## src/rtl/fluxo_dados_param_pkg.sv

```systemverilog
// Shared constants for the Genius-game datapath: configuration bit indices,
// LFSR polynomial/seed and score width.
package fluxo_dados_param_pkg;

  localparam int unsigned CFG_MODO      = 0;
  localparam int unsigned CFG_TIMEOUT   = 1;
  localparam int unsigned CFG_ALEATORIO = 2;

  // Galois right-shift mask for taps 16,14,13,11
  localparam logic [15:0] LFSR_TAPS = 16'hB400;
  localparam logic [15:0] LFSR_SEED = 16'hACE1;

  localparam int unsigned SCORE_W = 8;

  function automatic logic [15:0] lfsr_next(input logic [15:0] s);
    return s[0] ? ((s >> 1) ^ LFSR_TAPS) : (s >> 1);
  endfunction

endpackage

```

## src/rtl/contador_m.sv

```systemverilog
// Modulo-M counter with synchronous clear; fim_o flags the last count while enabled.
module contador_m #(
  parameter int unsigned M = 100,
  parameter int unsigned N = (M > 1) ? $clog2(M) : 1
) (
  input  logic         clk_i,
  input  logic         rst_i,
  input  logic         zera_s_i,
  input  logic         enable_i,
  output logic [N-1:0] q_o,
  output logic         fim_o
);

  localparam logic [N-1:0] QMax = N'(M - 1);

  logic [N-1:0] q_d, q_q;

  always_comb begin
    q_d = q_q;
    if (zera_s_i) begin
      q_d = '0;
    end else if (enable_i) begin
      q_d = (q_q == QMax) ? '0 : q_q + 1'b1;
    end
  end

  always_ff @(posedge clk_i) begin
    if (rst_i) q_q <= '0;
    else       q_q <= q_d;
  end

  assign q_o   = q_q;
  assign fim_o = (q_q == QMax) && enable_i;

endmodule

```

## src/rtl/lfsr_16.sv

```systemverilog
// Free-running 16-bit Galois LFSR; a nonzero seed keeps it out of the all-zero state.
module lfsr_16
  import fluxo_dados_param_pkg::*;
#(
  parameter logic [15:0] SEED = LFSR_SEED
) (
  input  logic        clk_i,
  input  logic        rst_i,
  output logic [15:0] state_o
);

  logic [15:0] state_d, state_q;

  always_comb state_d = lfsr_next(state_q);

  always_ff @(posedge clk_i) begin
    if (rst_i) state_q <= SEED;
    else       state_q <= state_d;
  end

  assign state_o = state_q;

endmodule

```

## src/rtl/fluxo_dados_param.sv

```systemverilog
// Genius-game datapath: sequence RAM, address/limit counters, player register,
// timers, lives and score, all driven cycle-by-cycle by the control unit.
module fluxo_dados_param
  import fluxo_dados_param_pkg::*;
#(
  parameter int unsigned NB             = 4,
  parameter int unsigned AW             = 4,
  parameter int unsigned DEMO_RODADAS   = 4,
  parameter int unsigned TIMEOUT_CICLOS = 5000,
  parameter int unsigned LED_CICLOS     = 2000,
  parameter int unsigned VIDAS          = 3,
  parameter logic [15:0] SEMENTE        = LFSR_SEED
) (
  input  logic               clock,
  input  logic               reset,
  input  logic               zera_endereco,
  input  logic               conta_endereco,
  input  logic               zera_limite,
  input  logic               conta_limite,
  input  logic               zeraR,
  input  logic               registrarR,
  input  logic               zera_s_timeout,
  input  logic               enable_timeout,
  input  logic               zera_s_led,
  input  logic               enable_led,
  input  logic               registra_modo,
  input  logic               zera_modo,
  input  logic               gera_jogada,
  input  logic               registra_jogada,
  input  logic               conta_acerto,
  input  logic               perde_vida,
  input  logic               conf_leds,
  input  logic [NB-1:0]      botoes,
  input  logic [2:0]         configuracao,
  output logic               igual,
  output logic               fim_jogo,
  output logic               enderecoIgualLimite,
  output logic               fim_sequencia,
  output logic               jogada_feita,
  output logic               jogada_valida,
  output logic               timeout,
  output logic               timeout_led,
  output logic               timeout_habilitado,
  output logic               aleatorio,
  output logic               sem_vidas,
  output logic [NB-1:0]      led,
  output logic [SCORE_W-1:0] pontuacao,
  output logic [2:0]         vidas,
  output logic [AW-1:0]      db_contagem,
  output logic [AW-1:0]      db_limite,
  output logic [NB-1:0]      db_memoria,
  output logic [NB-1:0]      db_jogada,
  output logic               db_modo,
  output logic               db_tem_jogada
);

  localparam logic [AW-1:0]      LimNormal = '1;
  localparam logic [AW-1:0]      LimDemo   = AW'(DEMO_RODADAS - 1);
  localparam logic [2:0]         VidasIni  = 3'(VIDAS);
  localparam logic [SCORE_W-1:0] ScoreMax  = '1;

  logic [AW-1:0]      endereco_d, endereco_q;
  logic [AW-1:0]      limite_d, limite_q;
  logic [NB-1:0]      jogada_d, jogada_q;
  logic [2:0]         cfg_d, cfg_q;
  logic               prev_d, prev_q;
  logic [2:0]         vidas_d, vidas_q;
  logic [SCORE_W-1:0] score_d, score_q;

  logic [NB-1:0] mem_q [2**AW];
  logic [NB-1:0] mem_rd;

  logic [15:0]   lfsr;
  logic [7:0]    cor_idx;
  logic [NB-1:0] cor_lfsr;
  logic          unused_lfsr;

  logic [((TIMEOUT_CICLOS > 1) ? $clog2(TIMEOUT_CICLOS) : 1)-1:0] unused_tmo_q;
  logic [((LED_CICLOS > 1) ? $clog2(LED_CICLOS) : 1)-1:0]         unused_led_q;

  lfsr_16 #(
    .SEED (SEMENTE)
  ) u_lfsr (
    .clk_i   (clock),
    .rst_i   (reset),
    .state_o (lfsr)
  );

  contador_m #(
    .M (TIMEOUT_CICLOS)
  ) u_timer_timeout (
    .clk_i    (clock),
    .rst_i    (reset),
    .zera_s_i (zera_s_timeout),
    .enable_i (enable_timeout),
    .q_o      (unused_tmo_q),
    .fim_o    (timeout)
  );

  contador_m #(
    .M (LED_CICLOS)
  ) u_timer_led (
    .clk_i    (clock),
    .rst_i    (reset),
    .zera_s_i (zera_s_led),
    .enable_i (enable_led),
    .q_o      (unused_led_q),
    .fim_o    (timeout_led)
  );

  assign cor_idx     = lfsr[7:0] % 8'(NB);
  assign cor_lfsr    = NB'(1) << cor_idx;
  assign unused_lfsr = ^lfsr[15:8];

  always_comb begin
    endereco_d = endereco_q;
    limite_d   = limite_q;
    jogada_d   = jogada_q;
    cfg_d      = cfg_q;
    vidas_d    = vidas_q;
    score_d    = score_q;
    prev_d     = |botoes;

    if (zera_endereco)       endereco_d = '0;
    else if (conta_endereco) endereco_d = endereco_q + 1'b1;

    if (zera_limite)       limite_d = '0;
    else if (conta_limite) limite_d = limite_q + 1'b1;

    if (zeraR)           jogada_d = '0;
    else if (registrarR) jogada_d = botoes;

    if (zera_modo)          cfg_d = '0;
    else if (registra_modo) cfg_d = configuracao;

    if (zera_modo)                         vidas_d = VidasIni;
    else if (perde_vida && vidas_q != '0)  vidas_d = vidas_q - 1'b1;

    if (zera_modo)                             score_d = '0;
    else if (conta_acerto && score_q != ScoreMax) score_d = score_q + 1'b1;
  end

  always_ff @(posedge clock) begin
    if (reset) begin
      endereco_q <= '0;
      limite_q   <= '0;
      jogada_q   <= '0;
      cfg_q      <= '0;
      prev_q     <= 1'b1;
      vidas_q    <= VidasIni;
      score_q    <= '0;
    end else begin
      endereco_q <= endereco_d;
      limite_q   <= limite_d;
      jogada_q   <= jogada_d;
      cfg_q      <= cfg_d;
      prev_q     <= prev_d;
      vidas_q    <= vidas_d;
      score_q    <= score_d;
    end
  end

  // Sequence RAM is deliberately outside reset so a game can be replayed.
  always_ff @(posedge clock) begin
    if (gera_jogada)          mem_q[endereco_q] <= cor_lfsr;
    else if (registra_jogada) mem_q[endereco_q] <= botoes;
  end

  assign mem_rd = mem_q[endereco_q];

  assign igual               = (mem_rd == jogada_q);
  assign fim_jogo            = (limite_q == (cfg_q[CFG_MODO] ? LimDemo : LimNormal));
  assign enderecoIgualLimite = (endereco_q == limite_q);
  assign fim_sequencia       = (endereco_q == limite_q);
  assign jogada_valida       = $onehot(botoes);
  assign db_tem_jogada       = |botoes;
  assign jogada_feita        = (|botoes) & ~prev_q;
  assign timeout_habilitado  = cfg_q[CFG_TIMEOUT];
  assign aleatorio           = cfg_q[CFG_ALEATORIO];
  assign db_modo             = cfg_q[CFG_MODO];
  assign sem_vidas           = (vidas_q == '0);
  assign led                 = conf_leds ? mem_rd : '0;
  assign pontuacao           = score_q;
  assign vidas               = vidas_q;
  assign db_contagem         = endereco_q;
  assign db_limite           = limite_q;
  assign db_memoria          = mem_rd;
  assign db_jogada           = jogada_q;

endmodule

```

## config.mk

```make
export PLATFORM = sky130hd
export DESIGN_NAME = fluxo_dados_param
export DESIGN_NICKNAME = d
export VERILOG_FILES = /design/src/rtl/fluxo_dados_param_pkg.sv /design/src/rtl/contador_m.sv /design/src/rtl/lfsr_16.sv /design/src/rtl/fluxo_dados_param.sv
export SDC_FILE = /design/constraint.sdc
export NUM_CORES = 1
export LEC_CHECK = 0
export BUFFER_PORTS_ARGS = -buffer_cell sky130_fd_sc_hd__buf_2
export CORE_UTILIZATION = 58
export DETAILED_ROUTE_END_ITERATION = 12
export GPL_TIMING_DRIVEN = 0
export PLACE_DENSITY = 0.79
export SKIP_CTS_REPAIR_TIMING = 1
export SYNTH_ARGS = -nofsm -noshare
export SYNTH_HDL_FRONTEND = slang
export SYNTH_HIERARCHICAL = 1
export SYNTH_SLANG_ARGS = --single-unit
```

## constraint.sdc

```tcl
create_clock -name clock -period 3.2 [get_ports clock]
set_input_delay 0.96 -clock clock [delete_from_list [all_inputs] [get_ports clock]]
set_output_delay 0.96 -clock clock [all_outputs]
set_load 0.005 [all_outputs]
```

**Word level (Yosys, flattened, before mapping)**

Memory sizes are Yosys's and may differ from the RTL's. A register that Yosys moved wholly into a read port is not among the register bits.
Cells that the tools add are included.

- Add/subtract/negate cells: 9
- Equal/unequal tests: 7
- Shift-type cells: 1
- Mux-type cells: 13
- Bitwise logic cells: 4
- Reductions and logical operators: 13

Operators with widths:

| operator | number |
|---|---|
| 2-to-1 mux 4 bit | 5 |
| 2-to-1 mux 16 bit | 1 |
| adder 13 x 1 -> 13 bit (second input constant) | 1 |
| equality test 13 bit (second input constant) | 1 |
| 2-to-1 mux 13 bit | 1 |
| equality test 4 bit | 3 |
| OR reduction 2 bit | 6 |
| adder 11 x 1 -> 11 bit (second input constant) | 1 |
| equality test 11 bit (second input constant) | 1 |
| 2-to-1 mux 11 bit | 1 |
| adder 4 x 1 -> 4 bit (second input constant) | 2 |
| adder 8 x 1 -> 8 bit (second input constant) | 1 |
| inequality test 8 bit (second input constant) | 1 |
| 2-to-1 mux 1 bit | 5 |
| adder 1 x 1 -> 2 bit | 2 |
| logical AND 1 bit | 4 |
| inverter 3 -> 4 bit | 1 |
| OR reduction 4 bit | 1 |
| left shift 1 x 2 -> 4 bit (first input constant) | 1 |
| adder 2 x 2 -> 3 bit | 1 |
| equality test 3 x 1 -> 1 bit (second input constant) | 1 |
| logical NOT 3 bit | 1 |
| nonzero test 3 bit | 1 |
| subtractor 3 x 1 -> 3 bit (second input constant) | 1 |
| other kinds (3) | 3 |

- Register bits: 67
- Bits in writable memories: 64
- Input port bits: 26
- Output and inout bits: 44
- Memories: 1

Memory list:

| name | words | width | rd ports | clocked after Yosys merged registers in | write ports | line | text |
|---|---|---|---|---|---|---|---|
| mem_q | 16 | 4 | 1 | 1 | 1 | fluxo_dados_param.sv:70 | `logic [NB-1:0] mem_q [2**AW];` |

**Depth between registers and ports, before layout**

Gate-level depths: netlist of the first run.

- Depth in word-level cells: 4
- Depth in mapped cells: 7

**Cells and area by module**

Netlist of the first run, hierarchy kept.

By module, submodules not included:

| module | instances | cells each | area each (um^2) | sequential area each (um^2) |
|---|---|---|---|---|
| fluxo_dados_param | 1 | 308 | 4207.8 | 2542.4 |
| contador_m (u_timer_timeout) | 1 | 65 | 581.8 | 260.2 |
| lfsr_16 | 1 | 49 | 560.5 | 320.3 |
| contador_m (u_timer_led) | 1 | 57 | 519.2 | 220.2 |

**Worst setup path after synthesis of the first run**

Ideal clock, no wire load.

- Path type: input -> output
- Start: input botoes[0]
- End: output jogada_valida
- Arrival time: 2220 ps
- Data required time: 2240 ps
- Slack: 20 ps
- Stages: 6
- Buffers on the path: 0
- Cells stage by stage: inv_1 > fa_1 > inv_1 > ha_1 > ha_1 > nor3b_1

- Longest elaborated chain between the ends: 3

Ends and longest elaborated chain:

| what | line | text |
|---|---|---|
| start, declared | fluxo_dados_param.sv:33 | `input logic [NB-1:0] botoes,` |
| adder 1 x 1 -> 2 bit (implied by the code) | fluxo_dados_param.sv:175 | `assign jogada_valida = $onehot(botoes);` |
| adder 2 x 2 -> 3 bit (implied by the code) | fluxo_dados_param.sv:175 |  |
| equality test 3 x 1 -> 1 bit | fluxo_dados_param.sv:175 |  |
| end, declared | fluxo_dados_param.sv:40 | `output logic jogada_valida,` |

No other way between the ends.

==> reports/qor.yml, run 1 <==
p_seq_share_pct: 46.1
ys_warn_count: 6
layout-drive-gt1-share_pct: 28.6
setup_ws_ns: -0.212
final_common_cell: "dfxtp_1"
route.detailed.drc: 0
start_util_pct: 59.5
mostFrequentLayoutCells: "dfxtp_1, buf_2, edfxtp_1, nor2_1, nand2_1"
dp.cells: 669
core-area_mm2: 0.00973
final_cells: 715
netlist_instances: 468
slowest_delay_ns: 0.41
root_buffer: "clkbuf_8"
overflow: 0
start_kind: "flip-flop"
ant_nets: 0
portBuffers: 67
finalHoldViolCount: 0
antenna_found_initial: 0
worst_ep_required_time_ns: 2.24
dieArea_mm2: 0.0104
clock-sinks: 135
placementRows: 36
critPathMaxFanout: 5
cts_buffers: 17
power_mw: 4.05
die_w_um: 102
worstMarginPinSlew_ns: 1.07
clock_latency_ns: 0.51
fillers: 675
power_density_mw_per_mm2: 570
wirelength_um: 12000
clk_pin_slew_ns: 0.06
die_y_um: 102
boundaryPins: 70
place_area_mm2: 0.00630
post_drt_wl_per_cell_um: 16.8
vias: 3956
fin_skew_ns: 0.00822
multi_input_area_mm2: 0.00228
ir_worst_vdd_v: 0.000423
final-setup-viol-count: 3
failed_checks: "setup timing"
cap_viol_max_count: 0
avgSynthCellArea_um2: 12.4
rsz0062_at_grt: "yes"
hp-class: "flip-flop to flip-flop"
gp_congestion: 0.755
r2r_slack_ns: 1.17
grt_util_all_layers_pct: 23.8
grt_max_degree: 17
viasPerCell: 5.53
synth_nets: 508
pwr-share-clk_pct: 47.8
power_switching_share_pct: 20.9
cp_cell_sequence: "buf_4 > buf_2 > buf_4 > mux2i_1 > a22o_1 > or4_1 > o211ai_1 > nor4_2 > buf_2"
period_needed_ns: 3.41
critPathSlowestCell: "or4_1"
pwr-share-comb_pct: 6.2
p_leak_nw: 2.70
syn_to_final_growth_pct: 22.7
p_int_mw: 3.20
run_status: "finished, violations left"
hold_ws_ns: 0.404
regArea_mm2: 0.00335
crit_path_end_kind: "primary output"
crit_type: "flip-flop to primary output"
grt_pass1_wl_um: 17900
dr.pass1.iters: 4
final_nets: 608
first_global_vias: 3706
max_freq_mhz: 293
dp_hpwl_um: 8140
p_sw_mw: 0.846
cts.path.max_buffers: 2
max_slew_margin_pct: 28.4
synthesis.area_mm2: 0.00579
cts_tree: "yes"
min_period_over_period_pct: 107
arrival_ns: 2.45
slew_viol_final: 0
htreeDepth: 4
drtIter0Drc: 145
final_cell_area_mm2: 0.00710
## path summary, 6_finish.rpt
path,startpoint,endpoint,cells past startpoint
setup / recovery,flip-flop,igual,9
hold / removal,u_lfsr/state_o[7],u_lfsr/state_o[6],1
setup reg to reg,pontuacao[3],pontuacao[3],5
hold reg to reg,u_lfsr/state_o[7],u_lfsr/state_o[6],1
## routing by layer
| metal | vias to the layer above | wire length [um] | track usage (%) |
|---|---|---|---|
| met5 | - | 0 | 0 |
| met4 | 0 | 103 | 9.67 |
| met3 | 6 | 644 | 6.84 |
| met2 | 110 | 6530 | 41.4 |
| met1 | 1963 | 4730 | 27.9 |
| li1 | 1877 | - | - |
## per-stage QoR
stage / worst slack [ns] / utilization, % / setup TNS (ns)
after floorplan: 0.0202 / - / 0
after global placement: -0.220 / 64.6 / -0.482
after detailed placement: -0.283 / 64.8 / -0.283
after CTS: -0.316 / 71.1 / -0.766
after global routing: -0.298 / 73.0 / -0.612
final: -0.212 / 73.0 / -0.336
## power groups by stage
stage	Combinational (mW)	Sequential (mW)	Clock [mW]
floorplan	0.135	1.90	0
global placement	0.208	1.90	0
detailed placement	0.221	1.90	0
CTS	0.224	1.86	1.95
global route	0.275	1.87	2.02
finish	0.249	1.86	1.93
## critical path: cells and delay by family, from the launching register on
kind | cells | cell delay (ns)
flops | 1 | 0.35
simple gates | 2 | 0.49
mux | 1 | 0.12
buf+inv | 4 | 0.57
compound gates | 2 | 0.42
## cell type report
class | instances | share of cell area, %
Buffer | 19 | 2.45
Antenna cell | 1 | 0.0352
Clock buffer | 24 | 7.52
Clock inverter | 8 | 1.11
Sequential cell | 135 | 47.2
Timing Repair Buffer | 81 | 6.40
Inverter | 17 | 0.934
Multi-Input combinational cell | 297 | 32.1
Tap cell | 133 | 2.34
## flip-flops by register name, summed over array words and instances, names as in the netlist, named ones only
register             count
db_contagem              4
u_lfsr/state_o          16
cfg_q                    3
db_jogada                4
mem_q                   64
prev_q                   1
u_timer_led/q_o         11
vidas                    3
u_timer_timeout/q_o     13
db_limite                4
pontuacao                8
(Power assumes the default switching activity.)
==> run 2, diff against run 1 <==
--- a/config.mk
+++ b/config.mk
@@ -6,12 +6,11 @@
 export NUM_CORES = 1
 export LEC_CHECK = 0
 export BUFFER_PORTS_ARGS = -buffer_cell sky130_fd_sc_hd__buf_2
-export CORE_UTILIZATION = 58
+export CORE_UTILIZATION = 57
 export DETAILED_ROUTE_END_ITERATION = 12
 export GPL_TIMING_DRIVEN = 0
 export PLACE_DENSITY = 0.79
 export SKIP_CTS_REPAIR_TIMING = 1
 export SYNTH_ARGS = -nofsm -noshare
 export SYNTH_HDL_FRONTEND = slang
-export SYNTH_HIERARCHICAL = 1
 export SYNTH_SLANG_ARGS = --single-unit
==> run 2 against run 1 <==
The flow still finishes with violations (setup timing). Sequential share of layout area rose by 1.8 points. Flip-flop and latch count stayed put. Fmax fell by 0.25%. Power decreased by 2.9%. Synthesized cell count fell by 2.8%. Register-to-register slack better by 0.13 ns.
==> reports/qor.yml, run 2 <==
layout-drive-gt1-share_pct: 26.9
rsz0062_at_grt: "yes"
slew_viol_final: 0
period_needed_ns: 3.42
final_common_cell: "dfxtp_1"
pwr-share-clk_pct: 46.7
dp_hpwl_um: 7530
fin_skew_ns: 0.00619
reg2reg_to: "pontuacao[6]"
overflow: 0
synth_cell_types: 46
htreeDepth: 4
post_drt_wl_per_cell_um: 15.8
max_freq_mhz: 292
synth_top_cell_by_area: "edfxtp_1"
grt_util_all_layers_pct: 23.0
root_buffer: "clkbuf_8"
vias: 3671
wirelength_um: 10900
ant_nets: 0
final-setup-viol-count: 2
netlist_instances: 455
clock_latency_ns: 0.51
final_nets: 585
die_y_um: 101
run_status: "finished, violations left"
p_seq_share_pct: 47.4
grt_max_degree: 17
viasPerCell: 5.34
pwr-share-comb_pct: 5.9
gp_congestion: 0.786
setup_ws_ns: -0.221
boundaryPins: 70
hp-class: "flip-flop to flip-flop"
cts_buffers: 17
largest_register_ffs: 64
p_sw_mw: 0.936
route.detailed.drc: 0
max_slew_margin_pct: 29.9
reg2reg_from: "pontuacao[0]"
final_cell_area_mm2: 0.00683
placementRows: 35
cts.path.max_buffers: 2
worstMarginPinSlew_ns: 1.04
p_int_mw: 2.99
place_ws_ns: -0.251
arrival_ns: 2.46
power_mw: 3.93
diodes: 0
fin_util_pct: 72.6
r2r_slack_ns: 1.30
synth_nets: 495
crit_path_end_kind: "primary output"
synth_area_leaders: "edfxtp_1, dfxtp_1, mux4_2"
syn_to_final_growth_pct: 21.5
r2r_cells: 6
hold_ws_ns: 0.418
drtIter0Drc: 180
yosysTopAreaCellShare_pct: 34.2
avgSynthCellArea_um2: 12.4
dieArea_mm2: 0.0103
synth_ff_type: "dfxtp_1"
final_cells: 687
critPathMaxFanout: 7
power_density_mw_per_mm2: 575
dr.pass1.iters: 4
start_util_pct: 59.7
critPathCapture: "igual"
start_kind: "flip-flop"
p_leak_nw: 2.64
die_w_um: 101
mostFrequentLayoutCells: "dfxtp_1, buf_2, edfxtp_1, nor2_1, xor2_1"
finalHoldViolCount: 0
ys_warn_count: 0
synthesis.area_mm2: 0.00563
cap_viol_max_count: 0
antenna_found_initial: 2
yosysSeqAreaShare_pct: 59.4
synth_edf_count: 64
core-area_mm2: 0.00942
post-synth-top-count-cell: "dfxtp_1"
worst_ep_required_time_ns: 2.24
failed_checks: "setup timing"
dp.cells: 654
cts_tree: "yes"
place_area_mm2: 0.00614
ir_worst_vdd_v: 0.000348
ys_top_cells_by_count: "dfxtp_1, edfxtp_1, nor2_1"
crit_type: "flip-flop to primary output"
power_switching_share_pct: 23.8
grt_pass1_wl_um: 17400
clk_pin_slew_ns: 0.07
first_global_vias: 3666
min_period_over_period_pct: 107
ys_ff_latch: 135
clock-sinks: 135
synthArstFlopShare_pct: 0
fin_setup_tns_ns: -0.288
portBuffers: 68
largest_register: "mem_q"
==> run 2: worst min-delay path by stage <==
stage / from / end / slack [ns] / depth (start not counted)
floorplan: u_lfsr.state_o[12] / u_lfsr.state_o[11] / 0.39 / 1
CTS: u_lfsr.state_o[7] / u_lfsr.state_o[6] / 0.42 / 1
detailed placement: u_lfsr.state_o[12] / u_lfsr.state_o[11] / 0.39 / 1
global route: u_lfsr.state_o[6] / u_lfsr.state_o[5] / 0.45 / 1
global placement: u_lfsr.state_o[12] / u_lfsr.state_o[11] / 0.39 / 1
finish: u_lfsr.state_o[7] / u_lfsr.state_o[6] / 0.42 / 1
==> run 2: logic make-up (layout without fill, tap and decap cells) <==
kind of cell    Yosys count  in the layout  synth area share [%]
flops                   135            135                  59.4
buf+inv                  33            136                  2.54
compound gates           20             20                  2.25
xor+xnor                 46             46                  7.30
mux                      40             40                  10.5
simple gates            167            167                  14.8
fa+ha+maj                14             14                  3.25
==> run 2: power groups by stage <==
| stage | combinational, mW | clock (mW) | sequential, mW |
|---|---|---|---|
| after CTS | 0.219 | 1.86 | 1.86 |
| final | 0.233 | 1.83 | 1.86 |
| after detailed placement | 0.216 | 0 | 1.90 |
| after global placement | 0.204 | 0 | 1.90 |
| after floorplan | 0.131 | 0 | 1.89 |
| after global routing | 0.258 | 1.94 | 1.86 |
==> run 2: cell type report <==
class	count	area (um^2)
buffer	18	121
clock buffer	18	439
clock inverter	14	129
fill	614	2580
inverter	15	58.8
multi-input combinational	287	2190
sequential	135	3350
tap	129	161
timing repair buffer	71	392
==> run 2: routing by layer <==
| layer | wire length, um | up-vias | part of all wire (%) | global-route usage, % |
|---|---|---|---|---|
| li1 | - | 1786 | - | - |
| met1 | 4380 | 1757 | 40 | 27.4 |
| met2 | 5580 | 106 | 51 | 38.7 |
| met3 | 671 | 20 | 6.2 | 7.59 |
| met4 | 202 | 2 | 1.9 | 9.36 |
| met5 | 13 | - | 0.12 | 0 |
==> run 2: critical path, stage by stage (launching register included) <==
cell and delay, ns:
dfxtp_2 0.33, buf_8 0.14, mux4_2 0.55, mux2i_1 0.24, mux2_4 0.24, xnor2_2 0.07
nor4_2 0.24, buf_2 0.14
